[config.mk]
export PLATFORM = sky130hd
export DESIGN_NAME = spi_slave_shifter
export DESIGN_NICKNAME = d
export VERILOG_FILES = /design/src/rtl/spi_slave_shifter.sv
export SDC_FILE = /design/constraint.sdc
export NUM_CORES = 1
export LEC_CHECK = 0
export BUFFER_PORTS_ARGS = -buffer_cell sky130_fd_sc_hd__buf_2
export CAP_MARGIN = 10
export CORE_MARGIN = 4
export CORE_UTILIZATION = 54
export DETAILED_ROUTE_END_ITERATION = 8
export GPL_TIMING_DRIVEN = 1
export PLACE_DENSITY = 0.77
export SYNTH_ARGS = -nofsm -noshare
export SYNTH_HDL_FRONTEND = slang
export SYNTH_SLANG_ARGS = --single-unit
[constraint.sdc]
create_clock -name sysClk_i -period 2.29 [get_ports sysClk_i]
set_input_delay 0.458 -clock sysClk_i [delete_from_list [all_inputs] [get_ports sysClk_i]]
set_output_delay 0.458 -clock sysClk_i [all_outputs]
set_load 0.005 [all_outputs]
[src/rtl/spi_slave_shifter.sv]
// SPI mode-0 slave byte engine working on synchronized, edge-decoded SPI pin strobes.
// Optional receive-overrun detection (rx_ack_i / overrun_o) is built when SPI_SLAVE_OVERRUN_EN is defined.
module spi_slave_shifter #(
   parameter int DATA_WIDTH = 8
) (
   input  logic                  sysClk_i,
   input  logic                  reset_i,
   input  logic                  cs_sync_i,
   input  logic                  cs_fall_i,
   input  logic                  cs_rise_i,
   input  logic                  sclk_rise_i,
   input  logic                  sclk_fall_i,
   input  logic                  mosi_sync_i,
   output logic                  miso_o,
   output logic [DATA_WIDTH-1:0] rx_data_o,
   output logic                  rx_valid_o,
   input  logic [DATA_WIDTH-1:0] tx_data_i,
   input  logic                  tx_load_i,
   output logic                  tx_empty_o,
`ifdef SPI_SLAVE_OVERRUN_EN
   input  logic                  rx_ack_i,
   output logic                  overrun_o,
`endif
   output logic                  busy_o
);

   localparam logic [0:0] IDLE  = 1'b0;
   localparam logic [0:0] SHIFT = 1'b1;
   localparam int CW = (DATA_WIDTH > 2) ? $clog2(DATA_WIDTH) : 1;
   localparam logic [CW-1:0] LAST_BIT = CW'(DATA_WIDTH - 1);

   logic [0:0]            state;
   logic [CW-1:0]         bit_cnt;
   logic [DATA_WIDTH-1:0] rx_shift;
   logic [DATA_WIDTH-1:0] tx_shift;
   logic [DATA_WIDTH-1:0] hold;
   logic [DATA_WIDTH-1:0] rx_data;
   logic [DATA_WIDTH-1:0] next_tx;
   logic [DATA_WIDTH-1:0] rx_word;
   logic                  hold_full;
   logic                  boundary;
   logic                  rx_valid;
   logic                  load_ok;
   logic                  go_idle;
   logic                  start;
   logic                  rise_ev;
   logic                  fall_ev;
   logic                  last_bit;
   logic                  consume;

   // Strobe decoding in priority order: cs_rise > cs_fall > sclk_rise > sclk_fall.
   assign go_idle  = (state == SHIFT) && (cs_rise_i || cs_sync_i);
   assign start    = !go_idle && cs_fall_i;
   assign rise_ev  = (state == SHIFT) && !go_idle && !cs_fall_i && sclk_rise_i;
   assign fall_ev  = (state == SHIFT) && !go_idle && !cs_fall_i && !sclk_rise_i && sclk_fall_i;
   assign last_bit = rise_ev && (bit_cnt == LAST_BIT);
   assign consume  = start || (fall_ev && boundary);
   assign load_ok  = tx_load_i && !hold_full;
   assign next_tx  = hold_full ? hold : '0;
   assign rx_word  = {rx_shift[DATA_WIDTH-2:0], mosi_sync_i};

   always_ff @(posedge sysClk_i or posedge reset_i) begin
      if (reset_i) begin
         state    <= IDLE;
         bit_cnt  <= '0;
         rx_shift <= '0;
         tx_shift <= '0;
         rx_data  <= '0;
         rx_valid <= 1'b0;
         boundary <= 1'b0;
      end else begin
         rx_valid <= 1'b0;
         if (go_idle) begin
            state    <= IDLE;
            bit_cnt  <= '0;
            boundary <= 1'b0;
         end else if (start) begin
            state    <= SHIFT;
            bit_cnt  <= '0;
            rx_shift <= '0;
            tx_shift <= next_tx;
            boundary <= 1'b0;
         end else if (rise_ev) begin
            rx_shift <= rx_word;
            if (last_bit) begin
               rx_data  <= rx_word;
               rx_valid <= 1'b1;
               bit_cnt  <= '0;
               boundary <= 1'b1;
            end else begin
               bit_cnt <= bit_cnt + CW'(1);
            end
         end else if (fall_ev) begin
            if (boundary) begin
               tx_shift <= next_tx;
               boundary <= 1'b0;
            end else begin
               tx_shift <= {tx_shift[DATA_WIDTH-2:0], 1'b0};
            end
         end
      end
   end

   // A consume sees the pre-load holding state; a coincident load then lands in the emptied register.
   always_ff @(posedge sysClk_i or posedge reset_i) begin
      if (reset_i) begin
         hold      <= '0;
         hold_full <= 1'b0;
      end else begin
         if (load_ok) begin
            hold <= tx_data_i;
         end
         if (consume) begin
            hold_full <= load_ok;
         end else if (load_ok) begin
            hold_full <= 1'b1;
         end
      end
   end

`ifdef SPI_SLAVE_OVERRUN_EN
   logic pending;
   logic overrun;

   always_ff @(posedge sysClk_i or posedge reset_i) begin
      if (reset_i) begin
         pending <= 1'b0;
         overrun <= 1'b0;
      end else begin
         if (last_bit) begin
            pending <= 1'b1;
         end else if (rx_ack_i) begin
            pending <= 1'b0;
         end
         if (start) begin
            overrun <= 1'b0;
         end else if (last_bit && pending && !rx_ack_i) begin
            overrun <= 1'b1;
         end
      end
   end

   assign overrun_o = overrun;
`endif

   assign miso_o     = (state == SHIFT) ? tx_shift[DATA_WIDTH-1] : 1'b0;
   assign rx_data_o  = rx_data;
   assign rx_valid_o = rx_valid;
   assign tx_empty_o = !hold_full;
   assign busy_o     = (state == SHIFT);

endmodule

==> qor.yml, run 1 <==
timing:
  slew_headroom: 0.553
  fmax_mhz: 512
  tns_ns: 0
  finClkSkew_ns: 0.0100
  period_minus_slack_ns: 1.95
  finalCritPeriodShare: 0.853
  slew_viol_final: 0
  tightest_slew_ns: 0.668
  rsz0062_at_grt: "false"
  setup_viol: 0
  hold_viol_final: 0
clock_tree:
  postCtsHoldBufs: 0
  clock_sinks: 38
  htree_levels: 2
  clkSlewWorstSetupHoldPaths_ns: 0.11
  cts_setup_buffers: 0
  clock_latency_ns: 0.34
  numCtsBuffers: 5
  cts_resized: 0
  clockBufferDepth: 2
  cts_root_buf: "clkbuf_4"
  cts_tree: "built"
worst_setup_path:
  rrSetupSlack_ns: 0.34
  path_cells: "ha_1 > ha_1 > inv_1 > or3_1 > inv_2 > mux2_1"
  crit_fanout: 9
  end_kind: "flip-flop"
  start_kind: "flip-flop"
  slowest_delay_ns: 0.60
  critPathMostFrequentCell: "ha_1"
  rr_worst_depth: 6
  crit-reg2reg-launch: "bit_cnt[0]"
  worstSetupEndpoint: "rx_data_o[7]"
  rr_endpoint: "rx_data_o[7]"
  criticalPathCategory: "flip-flop to flip-flop"
  cpMaxStageDelayCell: "or3_1"
  arrival_ns: 2.18
  crit_path_start: "bit_cnt[0]"
  required_ns: 2.51
logic_synthesis:
  synth-seq-cells: 38
  synth_largest_type_area_fraction: 0.574
  syn_inst: 127
  netlist_area_um2: 1660
  ys_seq_area_frac: 0.574
  yosysTopAreaCell: "dfrtp_1"
  synth_area_per_cell_um2: 13.1
  yosysWarnings: 0
  syn_nets: 146
  async_reset_ff_frac: 1.00
  synthFlopType: "dfrtp_1"
  synth_cell_types: 30
  synthTopCellsByArea: "dfrtp_1, mux2_2, mux2_4, a22o_1, mux2i_1"
  synth-edff-count: 0
global_routing:
  grt_pass1_wl_mm: 4.99
  grt_antenna_before_repair: 0
  grt_start_max_net_pins: 39
  grt_overflow_total: 0
  grt_pass1_vias: 1121
  grtUsageTotal: 0.161
placed_design:
  gp_congestion: 0.725
  port_buffers: 28
  place_hpwl_mm: 2.07
routing:
  vias: 1089
  wl_per_cell_um: 15.0
  drc: 0
  avgViaCountPerCell: 5.76
  drt_iter0_drc: 35
  m1WireLength_mm: 1.22
  routed.top_layer: "met4"
  routed_wl_mm: 2.84
  dr_wl_met2_mm: 1.43
  detail_route.first_pass.iterations: 4
  wl_met3_um: 147
  ant_nets: 0
pwr:
  clkPwrFrac: 0.287
  sw_frac_of_total: 0.244
  ir_drop_mv: 0.569
  p_per_area_nw_per_um2: 802
  power_frac_seq: 0.555
  p_leak_uw: 0.000981
  combPwrFrac: 0.158
  switching_power_uw: 370
  intPower_uw: 1150
cells_and_area:
  area_delta_synth_final_pct: 14.1
  final_core_util: 0.663
  multiInputGateArea_um2: 634
  antenna_cells: 0
  layout-drive-gt1-share: 0.373
  fin_nets: 176
  seqCellArea_um2: 951
  fillers: 233
floorplanning:
  core_um2: 2850
  initial_core_util: 0.581
  dieArea_um2: 4020
  die_w_um: 63.4
  num_rows: 19
  ios: 29
  die_y_um: 63.4
hold_path:
  min_path_type: "input pin to asynchronous set/reset pin"
run:
  drv_cap: 0
outcome:
  status: "finished clean"
## worst max-delay path: cells and delay by family, from the launching register on
kind          cells  cell delay [ns]
flops             1             0.40
fa+ha+maj         2             0.32
simple gates      1             0.60
buf+inv           2             0.19
mux               1             0.32
## logic make-up (layout without fill, tap and decap cells)
group	after synthesis	count (layout)	share of synthesized area
flip-flops	38	38	0.574
AO/OA/AOI/OAI	28	28	0.125
buffers and inverters	17	48	0.0438
adder cells (fa/ha/maj)	2	2	0.0151
AND/OR/NAND/NOR	17	17	0.0596
multiplexers	25	25	0.183
## cells in the mapped netlist (2+ instances only)
library cell	n
dfrtp_1	38
mux2_2	13
inv_1	9
a22o_1	8
mux2_4	7
o21ai_0	6
clkbuf_1	5
a31oi_1	4
mux2i_1	4
o211ai_1	4
nor2_1	3
nor3b_1	3
or3_1	3
a21o_1	2
ha_1	2
nand2_1	2
## power by group through the flow
stage	Clock, uW	Combinational, uW	Sequential [uW]
CTS	451	243	843
global route	492	274	853
global placement	0	231	849
floorplan	0	195	830
detailed placement	0	242	856
finish	436	240	842
## worst min path at each step
stage,to,slack (ns),startpoint,cells past startpoint
floorplan,rx_shift[6],0.46,rx_shift[6],1
global placement,rx_data_o[7],0.47,rx_data_o[7],1
detailed placement,rx_data_o[7],0.47,rx_data_o[7],1
CTS,hold[0],0.21,reset_i,3
global route,rx_valid_o,0.24,reset_i,3
finish,hold[0],0.21,reset_i,3
## cells in the final DEF (no fill, tap or decap), drive strengths merged, types with 2 or more instances in the layout
| cell type | synthesis | layout |
|---|---|---|
| mux2 | 21 | 21 |
| nand2 | 2 | 2 |
| ha | 2 | 2 |
| a21o | 2 | 2 |
| mux2i | 4 | 4 |
| a31oi | 4 | 4 |
| o211ai | 4 | 4 |
| dfrtp | 38 | 38 |
| a22o | 8 | 8 |
| or3 | 3 | 3 |
| o21ai | 6 | 6 |
| clkbuf | 5 | 7 |
| nor3b | 3 | 3 |
| buf | 2 | 30 |
| inv | 10 | 10 |
| nor2 | 3 | 3 |
## routing by layer
layer  track usage  up-vias
met2         0.279       31
met5             0        -
met4        0.0566        0
li1              -      515
met1         0.178      538
met3        0.0622        5
## cell type report
type,count,share of cell area
sequential,38,0.503
multi-input combinational,72,0.335
timing repair buffer,30,0.0820
clock buffer,7,0.0238
tap,31,0.0205
inverter,10,0.0198
clock inverter,1,0.0159
## stage by stage
step                power [uW]  hold slack, ns  std cells  instance area, um2  setup WS [ns]
global placement          1080           0.470        181                1820          0.221
floorplan                 1020           0.462        127                1660          0.494
finish                    1520           0.214        189                1890          0.337
global route              1620           0.241        189                1890          0.207
CTS                       1540           0.215        189                1890          0.334
detailed placement        1100           0.474        181                1820          0.188
## sequential cells by signal, indices dropped and copies added (netlist names)
signal      cells
hold            8
hold_full       1
tx_shift        8
rx_shift        7
busy_o          1
boundary        1
rx_valid_o      1
bit_cnt         3
rx_data_o       8
Power figures use the tool's default switching activity.
==> inputs of run 2 (changes only) <==
Clock period 2.29 ns to 2 ns, I/O delays scaled along.
==> run 2 against run 1 <==
Compared with the run above: wire length is 2.0% higher; highest routed layer unchanged; global-route usage is 0.40 points lower; core utilization is 1.1 points higher; largest cell class unchanged; worst setup slack worse by 0.16 ns; sequential share of layout area is 0.79 points lower; fmax is 7.4% higher; register-to-register slack worse by 0.16 ns; first-iteration DRC count is 49% higher.
==> qor.yml, run 2 (same netlist as run 1, synthesis figures left out) <==
outcome:
  status: "finished clean"
clock_tree:
  clockBufferDepth: 2  # unchanged
  clock_sinks: 38  # unchanged
  clkSlewWorstSetupHoldPaths_ns: 0.10  # about the same
  cts_tree: "built"
  numCtsBuffers: 5  # unchanged
  cts_root_buf: "clkbuf_4"
  cts_resized: 0  # unchanged
  htree_levels: 2  # unchanged
  clock_latency_ns: 0.33  # about the same
  postCtsHoldBufs: 0  # unchanged
  cts_setup_buffers: 0  # unchanged
worst_setup_path:
  arrival_ns: 2.04  # -0.14 ns
  slowest_delay_ns: 0.40  # -0.20 ns
  path_cells: "ha_1 > ha_1 > inv_1 > or3_1 > buf_4 > inv_2 > mux2_1"
  criticalPathCategory: "flip-flop to flip-flop"
  cpMaxStageDelayCell: "dfrtp_1"
  critPathMostFrequentCell: "ha_1"
  start_kind: "flip-flop"
  crit_fanout: 9  # unchanged
  required_ns: 2.23  # -0.28 ns
  crit_buf_inv: 3  # +1
  end_kind: "flip-flop"
  critical_path.top_delay_family: "flip-flops"
routing:
  wl_per_cell_um: 15.0  # -0.14%
  ant_nets: 0  # unchanged
  routed.top_layer: "met4"
  vias: 1108  # +1.7%
  drc: 0  # unchanged
  detail_route.first_pass.iterations: 4  # unchanged
  drt_iter0_drc: 52  # +49%
  dr_wl_met2_mm: 1.48  # +3.4%
  m1WireLength_mm: 1.23  # +0.57%
  wl_met3_um: 138  # -6.1%
  avgViaCountPerCell: 5.74  # -0.36%
  routed_wl_mm: 2.90  # +2.0%
global_routing:
  grt_pass1_vias: 1098  # -2.1%
  grt_overflow_total: 0  # unchanged
  grt_antenna_before_repair: 0  # unchanged
  grtUsageTotal: 0.157  # -0.00398
  grt_start_max_net_pins: 39  # unchanged
  grt_pass1_wl_mm: 4.91  # -1.5%
cells_and_area:
  area_delta_synth_final_pct: 15.9
  layout_common_cells: "dfrtp_1, buf_2, mux2_2"
  antenna_cells: 0  # unchanged
  final_common_cell: "dfrtp_1"
  seqCellArea_um2: 951  # unchanged
  layout-drive-gt1-share: 0.389  # +0.0155
  fin_cells: 193  # +2.1%
  fillers: 232  # -0.43%
  multiInputGateArea_um2: 634  # unchanged
  fin_nets: 180  # +2.3%
placed_design:
  place_inst: 185  # +2.2%
  place_ws_ns: 0.0805  # -0.108 ns
  gp_congestion: 0.738  # +1.8%
  place_hpwl_mm: 2.13  # +3.0%
  port_buffers: 28  # unchanged
timing:
  setup_viol: 0  # unchanged
  timing.final.ws_setup_ns: 0.182  # -0.155 ns
  slew_headroom: 0.689  # +0.136
  holdWs_ns: 0.154  # -0.0605 ns
  finClkSkew_ns: 0.00465  # -0.00537 ns
  rsz0062_at_grt: "false"
  tightest_slew_ns: 0.466  # -0.202 ns
  fmax_mhz: 550  # +7.4%
  tns_ns: 0  # unchanged
  period_minus_slack_ns: 1.82  # -0.135 ns
  slew_viol_final: 0  # unchanged
  hold_viol_final: 0  # unchanged
  finalCritPeriodShare: 0.909  # +0.0564
floorplanning:
  num_rows: 19  # unchanged
  ios: 29  # unchanged
  core_um2: 2850  # unchanged
  dieArea_um2: 4020  # unchanged
  die_w_um: 63.4  # unchanged
  die_y_um: 63.4  # unchanged
  initial_core_util: 0.581  # unchanged
pwr:
  p_per_area_nw_per_um2: 908  # +13%
  p_leak_uw: 0.00100  # +2.0%
  finalPower_uw: 1750  # +15%
  ir_drop_mv: 0.509  # -11%
run:
  drv_cap: 0  # unchanged
hold_path:
  min_path_type: "input pin to asynchronous set/reset pin"
[run 2: cell types whose count changed in the layout (fill, tap and decap cells not counted)]
cell	before	now
buf_4	2	6
[run 2: worst paths after layout]
check / start / endpoint / slack (ns) / cells after the start
hold reg to reg: rx_data_o[7] / rx_data_o[7] / 0.49 / 1
min in group sysClk_i: tx_data_i[6] / hold[6] / 0.29 / 2
setup reg to reg: bit_cnt[0] / rx_data_o[7] / 0.18 / 7
setup / recovery: bit_cnt[0] / rx_data_o[7] / 0.18 / 7
max in group asynchronous: reset_i / rx_data_o[7] / 1.52 / 3
hold / removal: reset_i / rx_valid_o / 0.15 / 3
[run 2: area by class of cell]
class,count,share of cell area
clock inverters,1,0.0156
flip-flops and latches,38,0.495
multi-input cells,72,0.330
repair buffers,34,0.0964
well taps,31,0.0202
clock buffers,7,0.0234
inverters,10,0.0195
[run 2: report_power, final]
part | internal (uW) | switching [uW]
logic | 159 | 123
registers | 895 | 69.0
clock network | 265 | 235
[run 2: metrics by stage]
step            util  instance area [um2]
6_report       0.674                 1920
5_1_grt        0.674                 1920
4_1_cts        0.674                 1920
3_5_place_dp   0.647                 1850
3_3_place_gp   0.647                 1850
2_1_floorplan      -                 1660
[run 2: tightest hold or removal path: cells and delay by family]
family | cells | cell delay (ns)
buffers and inverters | 3 | 0.54
[run 2: metal layers]
layer / GRT usage / vias up
met5: 0 / -
met3: 0.0462 / 6
met4: 0.0728 / 0
li1: - / 518
met2: 0.271 / 27
met1: 0.177 / 557
==> inputs of run 3 (changes only) <==
Settings changed: RECOVER_POWER set to 25.
==> run 3 against run 2 <==
Compared with the run above: cell count did not move; register-to-register slack barely moved; sequential share of layout area rose by 0.064 points; critical endpoint unchanged; via count did not move; non-clock buffer count did not move; fmax did not move; core utilization fell by 0.088 points; clock power barely moved; flip-flop and latch count did not move; die area did not move.
==> qor.yml, run 3 (same netlist as run 1, synthesis figures left out) <==
hold_path:
  min_path_type: "input pin to flip-flop"
  whs_path_depth: 2
  hold_start: "tx_data_i[6]"
  hold_end: "hold[6]"
placed_design:
  port_buffers: 28  # unchanged
  place_ws_ns: 0.0805  # unchanged
  place_hpwl_mm: 2.13  # unchanged
  gp_congestion: 0.738  # unchanged
  placed_area_um2: 1850  # unchanged
  place_inst: 185  # unchanged
cells_and_area:
  final_core_util: 0.673  # -0.000877
  antenna_cells: 0  # unchanged
  fin_cells: 193  # unchanged
  layout_common_cells: "dfrtp_1, buf_2, mux2_2"
  final_common_cell: "dfrtp_1"
  fin_nets: 180  # unchanged
  layout-drive-gt1-share: 0.389  # unchanged
  final_area_um2: 1920  # -0.13%
  area_delta_synth_final_pct: 15.8
timing:
  finalCritPeriodShare: 0.909  # unchanged
  timing.final.ws_setup_ns: 0.182  # unchanged
  hold_viol_final: 0  # unchanged
  period_minus_slack_ns: 1.82  # unchanged
  tightest_slew_ns: 0.906  # +0.440 ns
  fmax_mhz: 550  # unchanged
  finClkSkew_ns: 0.00465  # unchanged
  slew_viol_final: 0  # unchanged
  rsz0062_at_grt: "false"
  tns_ns: 0  # unchanged
  setup_viol: 0  # unchanged
  slew_headroom: 0.396  # -0.293
clock_tree:
  numCtsBuffers: 5  # unchanged
  clkSlewWorstSetupHoldPaths_ns: 0.11  # about the same
  cts_resized: 0  # unchanged
  cts_setup_buffers: 0  # unchanged
  cts_tree: "built"
  clockBufferDepth: 2  # unchanged
  clock_latency_ns: 0.33  # about the same
  clock_sinks: 38  # unchanged
  htree_levels: 2  # unchanged
  cts_root_buf: "clkbuf_4"
  postCtsHoldBufs: 0  # unchanged
pwr:
  p_leak_uw: 0.00100  # about the same
  ir_drop_mv: 0.509  # about the same
  p_per_area_nw_per_um2: 909  # about the same
routing:
  routed_wl_mm: 2.90  # about the same
  drt_iter0_drc: 52  # unchanged
  detail_route.first_pass.iterations: 4  # unchanged
  avgViaCountPerCell: 5.74  # unchanged
  ant_nets: 0  # unchanged
  vias: 1108  # unchanged
  wl_per_cell_um: 15.0  # about the same
  drc: 0  # unchanged
floorplanning:
  dieArea_um2: 4020  # unchanged
  num_rows: 19  # unchanged
  die_w_um: 63.4  # unchanged
  die_y_um: 63.4  # unchanged
  initial_core_util: 0.581  # unchanged
  core_um2: 2850  # unchanged
  ios: 29  # unchanged
worst_setup_path:
  required_ns: 2.23  # about the same
  rr_worst_depth: 7  # unchanged
  rr_endpoint: "rx_data_o[7]"
  start_kind: "flip-flop"
  criticalPathCategory: "flip-flop to flip-flop"
  crit_path_start: "bit_cnt[0]"
  crit_fanout: 9  # unchanged
  crit-reg2reg-launch: "bit_cnt[0]"
  arrival_ns: 2.04  # about the same
  end_kind: "flip-flop"
  rrSetupSlack_ns: 0.18  # about the same
global_routing:
  grt_start_max_net_pins: 39  # unchanged
  grt_pass1_wl_mm: 4.91  # unchanged
  grt_antenna_before_repair: 0  # unchanged
  grtUsageTotal: 0.157  # unchanged
  grt_pass1_vias: 1098  # unchanged
  grt_overflow_total: 0  # unchanged
outcome:
  status: "finished clean"
run:
  drv_cap: 0  # unchanged
==> run 3: final cells by class <==
cell class,instances,area [um2]
Sequential cell,38,951
Fill cell,231,933
Multi-Input combinational cell,72,634
Timing Repair Buffer,34,183
Clock buffer,7,45.0
Tap cell,31,38.8
Inverter,10,37.5
Clock inverter,1,30.0
==> run 3: where the power goes <==
group	leakage [uW]	switching (uW)	internal (uW)
Clock	0.0000395	235	265
Sequential	0.000498	69.0	895
Combinational	0.000463	123	158
Total	0.00100	427	1320
==> run 3: per-stage QoR <==
stage | power [uW] | hold WS [ns]
3_5_place_dp | 1270 | 0.474
5_1_grt | 1850 | 0.271
3_3_place_gp | 1240 | 0.469
2_1_floorplan | 1170 | 0.462
6_report | 1750 | 0.289
4_1_cts | 1770 | 0.154
==> run 3: worst max path at each step <==
stage                    to  slack, ns
2_1_floorplan  rx_data_o[7]       0.26
3_3_place_gp   rx_data_o[7]       0.10
3_5_place_dp   rx_data_o[7]       0.08
4_1_cts        rx_data_o[7]       0.18
5_1_grt        rx_data_o[7]       0.11
6_report       rx_data_o[7]       0.18
==> run 3: critical path, cell delays in order (launching register included) <==
cell     delay [ns]
dfrtp_1        0.40
ha_1           0.17
ha_1           0.17
inv_1          0.06
or3_1          0.36
buf_4          0.19
inv_2          0.07
mux2_1         0.31
==> run 3: per-layer routing <==
layer  global-route usage  up-vias  part of all wire
met5                    0        -                 0
met4               0.0728        0             0.019
met2                0.271       27              0.51
met3               0.0462        6             0.048
met1                0.177      557              0.42
li1                     -      518                 -
